### src/rtl/uart_pkg.sv
// uart_pkg: shared parity modes, FSM encodings and baud divisor helper for the UART command link.
package uart_pkg;
  localparam int PAR_NONE = 0;
  localparam int PAR_EVEN = 1;
  localparam int PAR_ODD  = 2;
  typedef enum logic [2:0] {TX_IDLE, TX_START, TX_DATA, TX_PAR, TX_STOP} tx_state_t;
  typedef enum logic [2:0] {RX_IDLE, RX_START, RX_DATA, RX_PAR, RX_STOP, RX_BRK} rx_state_t;
  function automatic int calc_div(input int clk_freq, input int baud);
    return (clk_freq + baud / 2) / baud;
  endfunction
endpackage

### src/rtl/uart_rx_core.sv
// uart_rx_core: synchronised UART receiver with centre sampling, parity and framing checks.
module uart_rx_core
  import uart_pkg::*;
#(
  parameter int DIV       = 434,
  parameter int DATA_BITS = 8,
  parameter int PARITY    = 1,
  parameter int STOP_BITS = 1
) (
  input  logic                 clk,
  input  logic                 rst_n,
  input  logic                 rx,
  output logic                 read_rdy,
  output logic [DATA_BITS-1:0] read_data,
  output logic                 read_perr,
  output logic                 read_ferr
);
  localparam int CW = $clog2(DIV);
  localparam int BW = $clog2(DATA_BITS + 1);
  localparam logic [CW-1:0] HALF = CW'(DIV / 2 - 1);
  localparam logic [CW-1:0] FULL = CW'(DIV - 1);
  localparam logic [BW-1:0] DATA_LAST = BW'(DATA_BITS - 1);
  localparam logic [BW-1:0] STOP_LAST = BW'(STOP_BITS - 1);
  rx_state_t state, state_n;
  logic [1:0] sync;
  logic rs, rs_d, tick;
  logic [CW-1:0] cnt, cnt_n;
  logic [BW-1:0] bidx, bidx_n;
  logic [DATA_BITS-1:0] sh, sh_n, data_n;
  logic pbit, pbit_n, facc, facc_n, rdy_n, perr_n, ferr_n;
  assign rs = sync[1];
  always_ff @(posedge clk or negedge rst_n)
    if (!rst_n) begin
      sync      <= 2'b11;
      rs_d      <= 1'b1;
      state     <= RX_IDLE;
      cnt       <= '0;
      bidx      <= '0;
      sh        <= '0;
      pbit      <= 1'b0;
      facc      <= 1'b0;
      read_rdy  <= 1'b0;
      read_data <= '0;
      read_perr <= 1'b0;
      read_ferr <= 1'b0;
    end else begin
      sync      <= {sync[0], rx};
      rs_d      <= rs;
      state     <= state_n;
      cnt       <= cnt_n;
      bidx      <= bidx_n;
      sh        <= sh_n;
      pbit      <= pbit_n;
      facc      <= facc_n;
      read_rdy  <= rdy_n;
      read_data <= data_n;
      read_perr <= perr_n;
      read_ferr <= ferr_n;
    end
  // START samples at half a bit; every later sample is a full bit after the previous one
  always_comb begin
    tick    = cnt == (state == RX_START ? HALF : FULL);
    state_n = state;
    cnt_n   = cnt + CW'(1);
    bidx_n  = bidx;
    sh_n    = sh;
    pbit_n  = pbit;
    facc_n  = facc;
    rdy_n   = 1'b0;
    data_n  = read_data;
    perr_n  = read_perr;
    ferr_n  = read_ferr;
    case (state)
      RX_IDLE: begin
        cnt_n = '0;
        if (rs_d && !rs) state_n = RX_START;
      end
      RX_START: if (tick) begin
        cnt_n   = '0;
        bidx_n  = '0;
        facc_n  = 1'b0;
        state_n = rs ? RX_IDLE : RX_DATA;
      end
      RX_DATA: if (tick) begin
        cnt_n  = '0;
        sh_n   = {rs, sh[DATA_BITS-1:1]};
        bidx_n = bidx + BW'(1);
        if (bidx == DATA_LAST) begin
          bidx_n  = '0;
          state_n = (PARITY == PAR_NONE) ? RX_STOP : RX_PAR;
        end
      end
      RX_PAR: if (tick) begin
        cnt_n   = '0;
        pbit_n  = rs;
        state_n = RX_STOP;
      end
      RX_STOP: if (tick) begin
        cnt_n  = '0;
        bidx_n = bidx + BW'(1);
        facc_n = facc | ~rs;
        if (bidx == STOP_LAST) begin
          rdy_n   = 1'b1;
          data_n  = sh;
          perr_n  = (PARITY != PAR_NONE) && (pbit ^ (^sh) ^ (PARITY == PAR_ODD));
          ferr_n  = facc | ~rs;
          state_n = rs ? RX_IDLE : RX_BRK;
        end
      end
      RX_BRK: begin
        cnt_n = '0;
        if (rs) state_n = RX_IDLE;
      end
      default: state_n = RX_IDLE;
    endcase
  end
endmodule

### src/rtl/uart_cmd_link.sv
// uart_cmd_link: serialises commands into LSB-word-first UART frames and receives UART words.
module uart_cmd_link
  import uart_pkg::*;
#(
  parameter int CLK_FREQ  = 50_000_000,
  parameter int BAUD      = 115200,
  parameter int DATA_BITS = 8,
  parameter int CMD_WIDTH = 16,
  parameter int PARITY    = 1,
  parameter int STOP_BITS = 1
) (
  input  logic                 clk,
  input  logic                 rst_n,
  input  logic [CMD_WIDTH-1:0] cmd_in,
  input  logic                 cmd_vld,
  output logic                 cmd_rdy,
  output logic                 tx,
  input  logic                 rx,
  output logic                 read_rdy,
  output logic [DATA_BITS-1:0] read_data,
  output logic                 read_perr,
  output logic                 read_ferr
);
  localparam int DIV = calc_div(CLK_FREQ, BAUD);
  localparam int NW  = CMD_WIDTH / DATA_BITS;
  localparam int CW  = $clog2(DIV);
  localparam int BW  = $clog2(DATA_BITS + 1);
  localparam int WW  = $clog2(NW + 1);
  localparam logic [CW-1:0] CNT_LAST  = CW'(DIV - 1);
  localparam logic [BW-1:0] DATA_LAST = BW'(DATA_BITS - 1);
  localparam logic [BW-1:0] STOP_LAST = BW'(STOP_BITS - 1);
  localparam logic [WW-1:0] WORD_LAST = WW'(NW - 1);
  if (CMD_WIDTH % DATA_BITS != 0 || DIV < 4 || STOP_BITS < 1 || STOP_BITS > 2 ||
      (PARITY != PAR_NONE && PARITY != PAR_EVEN && PARITY != PAR_ODD)) begin : g_bad_cfg
    $error("uart_cmd_link: unsupported parameter combination");
  end
  tx_state_t state, state_n;
  logic [CW-1:0] cnt, cnt_n;
  logic [BW-1:0] bidx, bidx_n;
  logic [WW-1:0] widx, widx_n;
  logic [CMD_WIDTH-1:0] sbuf, sbuf_n;
  logic par, par_n, tx_n, last;
  assign cmd_rdy = state == TX_IDLE;
  always_ff @(posedge clk or negedge rst_n)
    if (!rst_n) begin
      state <= TX_IDLE;
      cnt   <= '0;
      bidx  <= '0;
      widx  <= '0;
      sbuf  <= '0;
      par   <= 1'b0;
      tx    <= 1'b1;
    end else begin
      state <= state_n;
      cnt   <= cnt_n;
      bidx  <= bidx_n;
      widx  <= widx_n;
      sbuf  <= sbuf_n;
      par   <= par_n;
      tx    <= tx_n;
    end
  // sbuf shifts one bit per data bit, so the next word lands in the low bits by itself
  always_comb begin
    last    = cnt == CNT_LAST;
    state_n = state;
    cnt_n   = (state == TX_IDLE || last) ? '0 : cnt + CW'(1);
    bidx_n  = bidx;
    widx_n  = widx;
    sbuf_n  = sbuf;
    par_n   = par;
    case (state)
      TX_IDLE: if (cmd_vld) begin
        state_n = TX_START;
        sbuf_n  = cmd_in;
        widx_n  = '0;
      end
      TX_START: if (last) begin
        state_n = TX_DATA;
        bidx_n  = '0;
        par_n   = (^sbuf[DATA_BITS-1:0]) ^ (PARITY == PAR_ODD);
      end
      TX_DATA: if (last) begin
        sbuf_n = sbuf >> 1;
        bidx_n = bidx + BW'(1);
        if (bidx == DATA_LAST) begin
          bidx_n  = '0;
          state_n = (PARITY == PAR_NONE) ? TX_STOP : TX_PAR;
        end
      end
      TX_PAR: if (last) state_n = TX_STOP;
      TX_STOP: if (last) begin
        bidx_n = bidx + BW'(1);
        if (bidx == STOP_LAST) begin
          bidx_n  = '0;
          widx_n  = widx + WW'(1);
          state_n = (widx == WORD_LAST) ? TX_IDLE : TX_START;
        end
      end
      default: state_n = TX_IDLE;
    endcase
    tx_n = (state_n == TX_START) ? 1'b0 :
           (state_n == TX_DATA)  ? sbuf_n[0] :
           (state_n == TX_PAR)   ? par_n : 1'b1;
  end
  uart_rx_core #(
    .DIV      (DIV),
    .DATA_BITS(DATA_BITS),
    .PARITY   (PARITY),
    .STOP_BITS(STOP_BITS)
  ) u_rx (
    .clk      (clk),
    .rst_n    (rst_n),
    .rx       (rx),
    .read_rdy (read_rdy),
    .read_data(read_data),
    .read_perr(read_perr),
    .read_ferr(read_ferr)
  );
endmodule

### config.mk
export PLATFORM = sky130hd
export DESIGN_NAME = uart_cmd_link
export DESIGN_NICKNAME = d
export VERILOG_FILES = /design/src/rtl/uart_pkg.sv /design/src/rtl/uart_rx_core.sv /design/src/rtl/uart_cmd_link.sv
export SDC_FILE = /design/constraint.sdc
export NUM_CORES = 1
export LEC_CHECK = 0
export CORE_ASPECT_RATIO = 1.1
export CORE_MARGIN = 1.5
export CORE_UTILIZATION = 60
export DETAILED_ROUTE_END_ITERATION = 10
export PLACE_DENSITY = 0.87
export REMOVE_ABC_BUFFERS = 1
export SYNTH_ARGS = -nofsm -noshare
export SYNTH_HDL_FRONTEND = slang
export SYNTH_SLANG_ARGS = --single-unit
### constraint.sdc
create_clock -name clk -period 3.9 [get_ports clk]
set_clock_uncertainty 0.2 [all_clocks]
set_input_delay 0.39 -clock clk [delete_from_list [all_inputs] [get_ports clk]]
set_output_delay 0.39 -clock clk [all_outputs]
set_load 0.02 [all_outputs]
==> impl_metrics.prom, run 1 <==
# TYPE chip_impl_metric gauge
chip_impl_metric{name="area_growth_syn_to_layout",unit="%"} 17.1
chip_impl_info{name="crit_path_start_kind",value="flip-flop"} 1
chip_impl_metric{name="floorplan.die.width",unit="um"} 78.6
chip_impl_metric{name="synth.cell_area",unit="mm^2"} 0.00378
chip_impl_metric{name="ios",unit=""} 33
chip_impl_metric{name="setup-tns-final",unit="ps"} 0
chip_impl_metric{name="dr.first_iter.drc_count",unit=""} 174
chip_impl_info{name="layout.cells.most_common_list",value="sky130_fd_sc_hd__dfrtp_1 (72), sky130_fd_sc_hd__nand2_1 (71), sky130_fd_sc_hd__clkdlybuf4s50_1 (31)"} 1
chip_impl_metric{name="detailed_place_hpwl",unit="um"} 5210
chip_impl_info{name="cts.root.buffer_cell",value="sky130_fd_sc_hd__clkbuf_8"} 1
chip_impl_metric{name="synth.ff_latch_count",unit=""} 76
chip_impl_metric{name="post-route-period-util",unit=""} 0.663
chip_impl_metric{name="worst-slew-pin-transition",unit="ps"} 928
chip_impl_metric{name="route.detailed.vias_per_inst",unit=""} 5.77
chip_impl_metric{name="vias",unit=""} 2866
chip_impl_metric{name="synth_enable_flop_cells",unit=""} 0
chip_impl_metric{name="final_layout_size_suffix_gt1_frac",unit=""} 0.113
chip_impl_metric{name="syn_area_per_cell",unit="um^2"} 10.0
chip_impl_metric{name="clock_buffer_depth",unit=""} 2
chip_impl_metric{name="timing.max_slew.rel_slack",unit=""} 0.381
chip_impl_info{name="failed_checks",value="hold timing"} 1
chip_impl_metric{name="grt_overflow",unit=""} 0
chip_impl_info{name="layout_commonest_cell",value="sky130_fd_sc_hd__dfrtp_1"} 1
chip_impl_metric{name="r2r.worst_path.cells",unit=""} 5
chip_impl_info{name="run_status",value="complete, but fails checks"} 1
chip_impl_info{name="tritoncts_clock_tree",value="done"} 1
chip_impl_metric{name="timing.critical_path.fanout_max",unit=""} 8
chip_impl_metric{name="place.detailed.instances",unit=""} 481
chip_impl_metric{name="die_h",unit="um"} 86.2
chip_impl_info{name="r2r_start",value="cnt[3]"} 1
chip_impl_info{name="setup_repair_after_global_routing_missed_its_margin",value="false"} 1
chip_impl_metric{name="fin_crit",unit="ps"} 2590
chip_impl_metric{name="portion_of_the_post_synthesis_area_used_by_sequential_elements",unit=""} 0.505
chip_impl_info{name="cp_top_family",value="buffers and inverters"} 1
chip_impl_info{name="cp_max_stage_cell",value="sky130_fd_sc_hd__clkdlybuf4s50_1"} 1
chip_impl_info{name="timing.critical_path.from",value="state[2]"} 1
chip_impl_metric{name="antenna_found_initial",unit=""} 0
chip_impl_metric{name="final.hold.worst_slack",unit="ps"} -44.1
chip_impl_metric{name="clock_latency",unit="ps"} 350
chip_impl_metric{name="yosysUniqueCellTypes",unit=""} 56
chip_impl_info{name="path_class",value="reg2out"} 1
chip_impl_metric{name="die_area",unit="mm^2"} 0.00678
chip_impl_metric{name="drt_first_pass_iters",unit=""} 5
chip_impl_metric{name="timing.critical_path.required",unit="ps"} 3310
chip_impl_metric{name="route.detailed.wl_per_inst",unit="um"} 15.2
chip_impl_metric{name="core_region_area",unit="mm^2"} 0.00612
chip_impl_metric{name="cellPowerDensity",unit="mW/mm^2"} 401
chip_impl_metric{name="power_leakage",unit="uW"} 0.00199
chip_impl_metric{name="gp_congestion",unit=""} 0.832
chip_impl_metric{name="cts_buffers",unit=""} 9
chip_impl_metric{name="drcViolationCount",unit=""} 0
chip_impl_metric{name="syn_inst",unit=""} 377
chip_impl_metric{name="timing.max_cap.violations",unit=""} 0
chip_impl_metric{name="critPathMaxStageDelay",unit="ps"} 600
chip_impl_metric{name="finalHoldViolations",unit=""} 30
chip_impl_metric{name="first_global_vias",unit=""} 2858
chip_impl_info{name="cp-end-kind",value="primary output"} 1
chip_impl_metric{name="timing.final.setup_violations",unit=""} 0
chip_impl_metric{name="yosysWarningCount",unit=""} 0
chip_impl_metric{name="final_net_count",unit=""} 440
chip_impl_metric{name="antennaDiodeCount",unit=""} 0
chip_impl_metric{name="core.rowCount",unit=""} 30
chip_impl_metric{name="power",unit="uW"} 1770
chip_impl_metric{name="grt_first_pass_wirelength",unit="um"} 12800
chip_impl_metric{name="number_of_port_buffers",unit=""} 32
chip_impl_metric{name="cts_resized",unit=""} 0
chip_impl_metric{name="timing.critical_path.buf_inv",unit=""} 2
chip_impl_metric{name="track_usage",unit=""} 0.243
chip_impl_info{name="crit_chain",value="or3_1 -> inv_1 -> clkdlybuf4s50_1"} 1
chip_impl_metric{name="critical_path_cell_count",unit=""} 3
chip_impl_metric{name="number_of_setup_buffers_added_after_cts",unit=""} 0
chip_impl_info{name="worstHoldPathType",value="in2async"} 1
chip_impl_metric{name="antenna_violating_nets_post_route",unit=""} 0
chip_impl_metric{name="grt_start_max_net_pins",unit=""} 77
chip_impl_metric{name="cts_sinks",unit=""} 76
chip_impl_info{name="synth_ff_type",value="sky130_fd_sc_hd__dfrtp_1"} 1
chip_impl_metric{name="postCtsHoldBufs",unit=""} 0
chip_impl_metric{name="timing.final.max_slew_violations",unit=""} 0
chip_impl_metric{name="peakVddDrop",unit="uV"} 306
chip_impl_metric{name="cts_htree_levels",unit=""} 3
chip_impl_metric{name="max_freq",unit="GHz"} 0.387
chip_impl_metric{name="async_reset_ff_frac",unit=""} 1.00
chip_impl_metric{name="clkSlewWorstSetupHoldPaths",unit="ps"} 80
chip_impl_metric{name="routed_wirelength",unit="um"} 7560
chip_impl_metric{name="instances_no_fill",unit=""} 497
chip_impl_metric{name="crit_arrival",unit="ps"} 2000
chip_impl_metric{name="initial_utilization",unit=""} 0.617
layout make-up:
cell class | count | area (um^2)
Clock buffer | 10 | 138
Clock inverter | 6 | 111
Fill cell | 415 | 1700
Inverter | 17 | 63.8
Multi-Input combinational cell | 273 | 1760
Sequential cell | 76 | 1910
Tap cell | 80 | 100
Timing Repair Buffer | 35 | 340
per-layer routing:
layer	share of wire	global-route usage	up-vias
met5	0	0	-
met4	0.028	0.120	0
met3	0.044	0.0526	22
met2	0.50	0.427	78
met1	0.42	0.282	1383
li1	-	-	1383
final timing paths:
path,to,slack [ps]
max in group asynchronous,u_rx.read_ferr,2920
worst max-delay path,cmd_rdy,1310
min in group clk,u_rx.sync[1],160
worst min-delay path,sbuf[3],-40
worst min register to register,u_rx.sync[1],160
worst max register to register,tx,1450
registers in the layout, indices dropped and copies added, names as in the netlist:
signal / flops
u_rx.rs_d: 1
u_rx.cnt: 9
u_rx.sync: 2
state: 3
widx: 2
u_rx.state: 3
u_rx.facc: 1
sbuf: 16
u_rx.read_data: 8
bidx: 4
u_rx.bidx: 4
u_rx.sh: 8
u_rx.read_perr: 1
par: 1
u_rx.read_ferr: 1
cnt: 9
u_rx.pbit: 1
tx: 1
u_rx.read_rdy: 1
Yosys cell counts, types with 3 or more instances:
library cell	count	area share
sky130_fd_sc_hd__dfrtp_1	72	0.48
sky130_fd_sc_hd__nand2_1	71	0.071
sky130_fd_sc_hd__nor2_1	25	0.025
sky130_fd_sc_hd__xnor2_1	21	0.049
sky130_fd_sc_hd__inv_1	17	0.017
sky130_fd_sc_hd__a22oi_1	16	0.032
sky130_fd_sc_hd__mux2_2	12	0.036
sky130_fd_sc_hd__nand3_1	12	0.016
sky130_fd_sc_hd__o21ai_0	10	0.013
sky130_fd_sc_hd__and2_1	8	0.013
sky130_fd_sc_hd__clkbuf_1	8	0.0080
sky130_fd_sc_hd__ha_1	8	0.027
sky130_fd_sc_hd__a21oi_1	7	0.0093
sky130_fd_sc_hd__xor2_1	7	0.016
sky130_fd_sc_hd__nand4_1	5	0.0083
sky130_fd_sc_hd__nor2b_1	5	0.0083
sky130_fd_sc_hd__o211ai_1	5	0.0099
sky130_fd_sc_hd__and3_1	4	0.0066
sky130_fd_sc_hd__dfstp_2	4	0.028
sky130_fd_sc_hd__nor3b_1	4	0.0080
sky130_fd_sc_hd__or3_1	4	0.0066
sky130_fd_sc_hd__a31oi_1	3	0.0050
sky130_fd_sc_hd__mux2i_1	3	0.0080
sky130_fd_sc_hd__nand2b_1	3	0.0050
logic make-up (layout without fill, tap and decap cells):
logic type	after synthesis	in the layout	synth area share
AO/OA/AOI/OAI	61	61	0.116
buffers and inverters	28	68	0.0301
adder cells (fa/ha/maj)	8	8	0.0265
multiplexers	15	15	0.0437
AND/OR/NAND/NOR	161	161	0.213
XOR/XNOR	28	28	0.0649
flip-flops	76	76	0.505
where the power goes:
group / internal (uW) / switching (uW) / leakage [uW]
sequential: 829 / 50.3 / 0.000998
combinational: 80.6 / 73.6 / 0.000873
clock: 442 / 297 / 0.000122
total: 1350 / 421 / 0.00199
metrics by stage:
stage	util	hold WS, ps	setup WS [ps]	cell area (um^2)
2_1_floorplan	-	-106	1100	3730
3_3_place_gp	0.682	148	1550	4170
3_5_place_dp	0.682	149	1510	4170
4_1_cts	0.723	6.54	1310	4420
5_1_grt	0.723	47.7	1250	4420
6_report	0.723	-44.1	1310	4420
Note: power is estimated with default switching activity, not from simulation.
==> inputs of run 2 (changes only) <==
--- a/config.mk
+++ b/config.mk
@@ -7,9 +7,9 @@
 export LEC_CHECK = 0
 export CORE_ASPECT_RATIO = 1.1
 export CORE_MARGIN = 1.5
-export CORE_UTILIZATION = 60
+export CORE_UTILIZATION = 58
 export DETAILED_ROUTE_END_ITERATION = 10
-export PLACE_DENSITY = 0.87
+export PLACE_DENSITY = 0.85
 export REMOVE_ABC_BUFFERS = 1
 export SYNTH_ARGS = -nofsm -noshare
 export SYNTH_HDL_FRONTEND = slang
==> constraint.sdc (replaced) <==
create_clock -name clk -period 2.55 [get_ports clk]
set_clock_uncertainty 0.2 [all_clocks]
set_input_delay 0.255 -clock clk [delete_from_list [all_inputs] [get_ports clk]]
set_output_delay 0.255 -clock clk [all_outputs]
set_load 0.02 [all_outputs]
==> run 2 against run 1 <==
The flow now finishes without violations. Total power increased by 37%. Critical endpoint unchanged. Global-route usage down 1.1 points. Sequential share of layout area about the same. Sequential power is 52% higher. Wire length decreased by 1.1%. Die area is 3.3% higher. Sequential cell count stayed put. Clock power up 15%. Clock-buffer cell count up 3. Register-to-register slack lost 1300 ps. Largest power group unchanged.
==> impl_metrics.prom, run 2 (synthesized netlist as in run 1, its figures left out) <==
# TYPE chip_impl_metric gauge
chip_impl_info{name="run_status",value="completed"} 1
chip_impl_metric{name="track_usage",unit=""} 0.233
chip_impl_metric{name="crit_arrival",unit="ps"} 1980
chip_impl_metric{name="number_of_port_buffers",unit=""} 32
chip_impl_metric{name="r2r.worst_path.cells",unit=""} 5
chip_impl_metric{name="timing.critical_path.fanout_max",unit=""} 8
chip_impl_info{name="crit_path_start_kind",value="flip-flop"} 1
chip_impl_info{name="cp_max_stage_cell",value="sky130_fd_sc_hd__clkdlybuf4s50_1"} 1
chip_impl_metric{name="cellPowerDensity",unit="mW/mm^2"} 550
chip_impl_info{name="setup_repair_after_global_routing_missed_its_margin",value="false"} 1
chip_impl_metric{name="ios",unit=""} 33
chip_impl_metric{name="setup.reg_to_reg.worst_slack",unit="ps"} 190
chip_impl_metric{name="final.hold.worst_slack",unit="ps"} 127
chip_impl_metric{name="gp_congestion",unit=""} 0.864
chip_impl_metric{name="clock_latency",unit="ps"} 340
chip_impl_metric{name="core_region_area",unit="mm^2"} 0.00623
chip_impl_metric{name="floorplan.die.width",unit="um"} 79.9
chip_impl_info{name="layout.cells.most_common_list",value="sky130_fd_sc_hd__nand2_1 (71), sky130_fd_sc_hd__dfrtp_1 (71), sky130_fd_sc_hd__clkdlybuf4s50_1 (31)"} 1
chip_impl_metric{name="peakVddDrop",unit="uV"} 573
chip_impl_info{name="largestRegisters",value="sbuf: 16 flops, cnt: 9 flops, u_rx.cnt: 9 flops"} 1
chip_impl_metric{name="post-route-period-util",unit=""} 0.956
chip_impl_metric{name="worst-slew-pin-transition",unit="ps"} 914
chip_impl_metric{name="cts_sinks",unit=""} 76
chip_impl_metric{name="grt_first_pass_wirelength",unit="um"} 12800
chip_impl_metric{name="antenna_violating_nets_post_route",unit=""} 0
chip_impl_metric{name="die_area",unit="mm^2"} 0.00700
chip_impl_metric{name="max_freq",unit="GHz"} 0.410
chip_impl_metric{name="final_net_count",unit=""} 447
chip_impl_metric{name="drcViolationCount",unit=""} 0
chip_impl_info{name="path_class",value="reg2out"} 1
chip_impl_metric{name="fin_crit",unit="ps"} 2440
chip_impl_metric{name="grt_start_max_net_pins",unit=""} 77
chip_impl_info{name="cp-end-kind",value="primary output"} 1
chip_impl_metric{name="final_layout_size_suffix_gt1_frac",unit=""} 0.127
chip_impl_metric{name="nFillCells",unit=""} 459
chip_impl_metric{name="cts_htree_levels",unit=""} 3
chip_impl_metric{name="finalHoldViolations",unit=""} 0
chip_impl_metric{name="timing.critical_path.required",unit="ps"} 2100
chip_impl_metric{name="clkSlewWorstSetupHoldPaths",unit="ps"} 80
chip_impl_metric{name="route.detailed.wl_per_inst",unit="um"} 14.8
chip_impl_metric{name="largest_register_ff_count",unit=""} 16
chip_impl_metric{name="antenna_found_initial",unit=""} 0
chip_impl_metric{name="initial_utilization",unit=""} 0.606
chip_impl_metric{name="area_growth_syn_to_layout",unit="%"} 17.2
chip_impl_info{name="tritoncts_clock_tree",value="done"} 1
chip_impl_metric{name="finalCoreUtilization",unit=""} 0.710
chip_impl_info{name="cts.root.buffer_cell",value="sky130_fd_sc_hd__clkbuf_8"} 1
chip_impl_metric{name="multi_input_area",unit="mm^2"} 0.00177
chip_impl_metric{name="timing.final.max_slew_violations",unit=""} 0
chip_impl_metric{name="dr.first_iter.drc_count",unit=""} 228
chip_impl_info{name="registers.top_by_ff_count",value="sbuf"} 1
chip_impl_metric{name="core.rowCount",unit=""} 30
chip_impl_metric{name="die_h",unit="um"} 87.6
chip_impl_metric{name="route.detailed.vias_per_inst",unit=""} 5.76
chip_impl_metric{name="grt_overflow",unit=""} 0
chip_impl_info{name="crit_chain",value="or3_1 -> inv_1 -> clkdlybuf4s50_1"} 1
chip_impl_metric{name="power_leakage",unit="uW"} 0.00200
chip_impl_metric{name="hold_depth",unit=""} 1
chip_impl_metric{name="first_global_vias",unit=""} 2941
chip_impl_metric{name="detailed_place_hpwl",unit="um"} 5400
chip_impl_metric{name="vias",unit=""} 2904
chip_impl_metric{name="power",unit="uW"} 2440
chip_impl_metric{name="critPathMaxStageDelay",unit="ps"} 600
chip_impl_metric{name="timing.max_slew.rel_slack",unit=""} 0.390
chip_impl_metric{name="cts_buffers",unit=""} 9
chip_impl_metric{name="clock_buffer_depth",unit=""} 2
chip_impl_metric{name="timing.max_cap.violations",unit=""} 0
chip_impl_metric{name="routed_wirelength",unit="um"} 7480
chip_impl_info{name="worstHoldPathType",value="in2reg"} 1
chip_impl_metric{name="register_area",unit="mm^2"} 0.00191
chip_impl_metric{name="antennaDiodeCount",unit=""} 0
chip_impl_metric{name="drt_first_pass_iters",unit=""} 4
chip_impl_metric{name="timing.final.setup_violations",unit=""} 0
-- run 2: cell count changes in the layout (fill, tap and decap cells not counted) --
cell and delta:
sky130_fd_sc_hd__buf_4 +6, sky130_fd_sc_hd__bufinv_16 -3, sky130_fd_sc_hd__clkbuf_1 +1, sky130_fd_sc_hd__clkbuf_8 +2
sky130_fd_sc_hd__dfrtp_1 -1, sky130_fd_sc_hd__dfrtp_2 +1, sky130_fd_sc_hd__dlygate4sd3_1 +1, sky130_fd_sc_hd__nor4_1 -1
sky130_fd_sc_hd__nor4_2 +1
-- run 2: power by group --
group	internal [uW]	switching (uW)
Combinational	128	117
Sequential	1270	72.4
Clock	434	416
-- run 2: final cells by class --
| type | count | share of cell area |
|---|---|---|
| clock buffers | 13 | 0.0382 |
| clock inverters | 3 | 0.00481 |
| inverters | 17 | 0.0144 |
| multi-input cells | 273 | 0.399 |
| flip-flops and latches | 76 | 0.431 |
| well taps | 80 | 0.0226 |
| repair buffers | 42 | 0.0893 |
-- run 2: what timing repair did --
item,in CTS,in global routing
hold buffers,1,0
hold endpoints to repair,72,0
gates resized for setup,0,2
setup endpoints to repair,0,1
setup buffers,0,0
-- run 2: final timing paths --
kind | start | end
min in group asynchronous | rst_n | sbuf[2]
worst max-delay path | state[2] | cmd_rdy
worst min register to register | u_rx.sync[0] | u_rx.sync[1]
worst min-delay path | rx | u_rx.sync[0]
max in group asynchronous | rst_n | state[2]
worst max register to register | cnt[2] | tx
-- run 2: worst max-delay path: cells and delay by family, from the launching register on --
kind	cells	cell delay, ps
DFF	1	480
and+or+nand+nor	1	460
buffers and inverters	2	700
-- run 2: routing by layer --
| layer | share of wire | vias to the layer above | track usage |
|---|---|---|---|
| met5 | 0 | - | 0 |
| met4 | 0.018 | 0 | 0.103 |
| met3 | 0.031 | 15 | 0.0313 |
| met2 | 0.52 | 66 | 0.412 |
| met1 | 0.43 | 1427 | 0.283 |
| li1 | - | 1396 | - |
-- run 2: through the flow --
stage                     area (um^2)  std cells  worst slack (ps)  setup TNS, ps
after detailed placement         4220        487               123              0
after global routing             4430        504              32.7              0
after floorplan                  3730        366              -250          -2310
after global placement           4220        487               185              0
final                            4430        504               112              0
after CTS                        4420        504              82.5              0
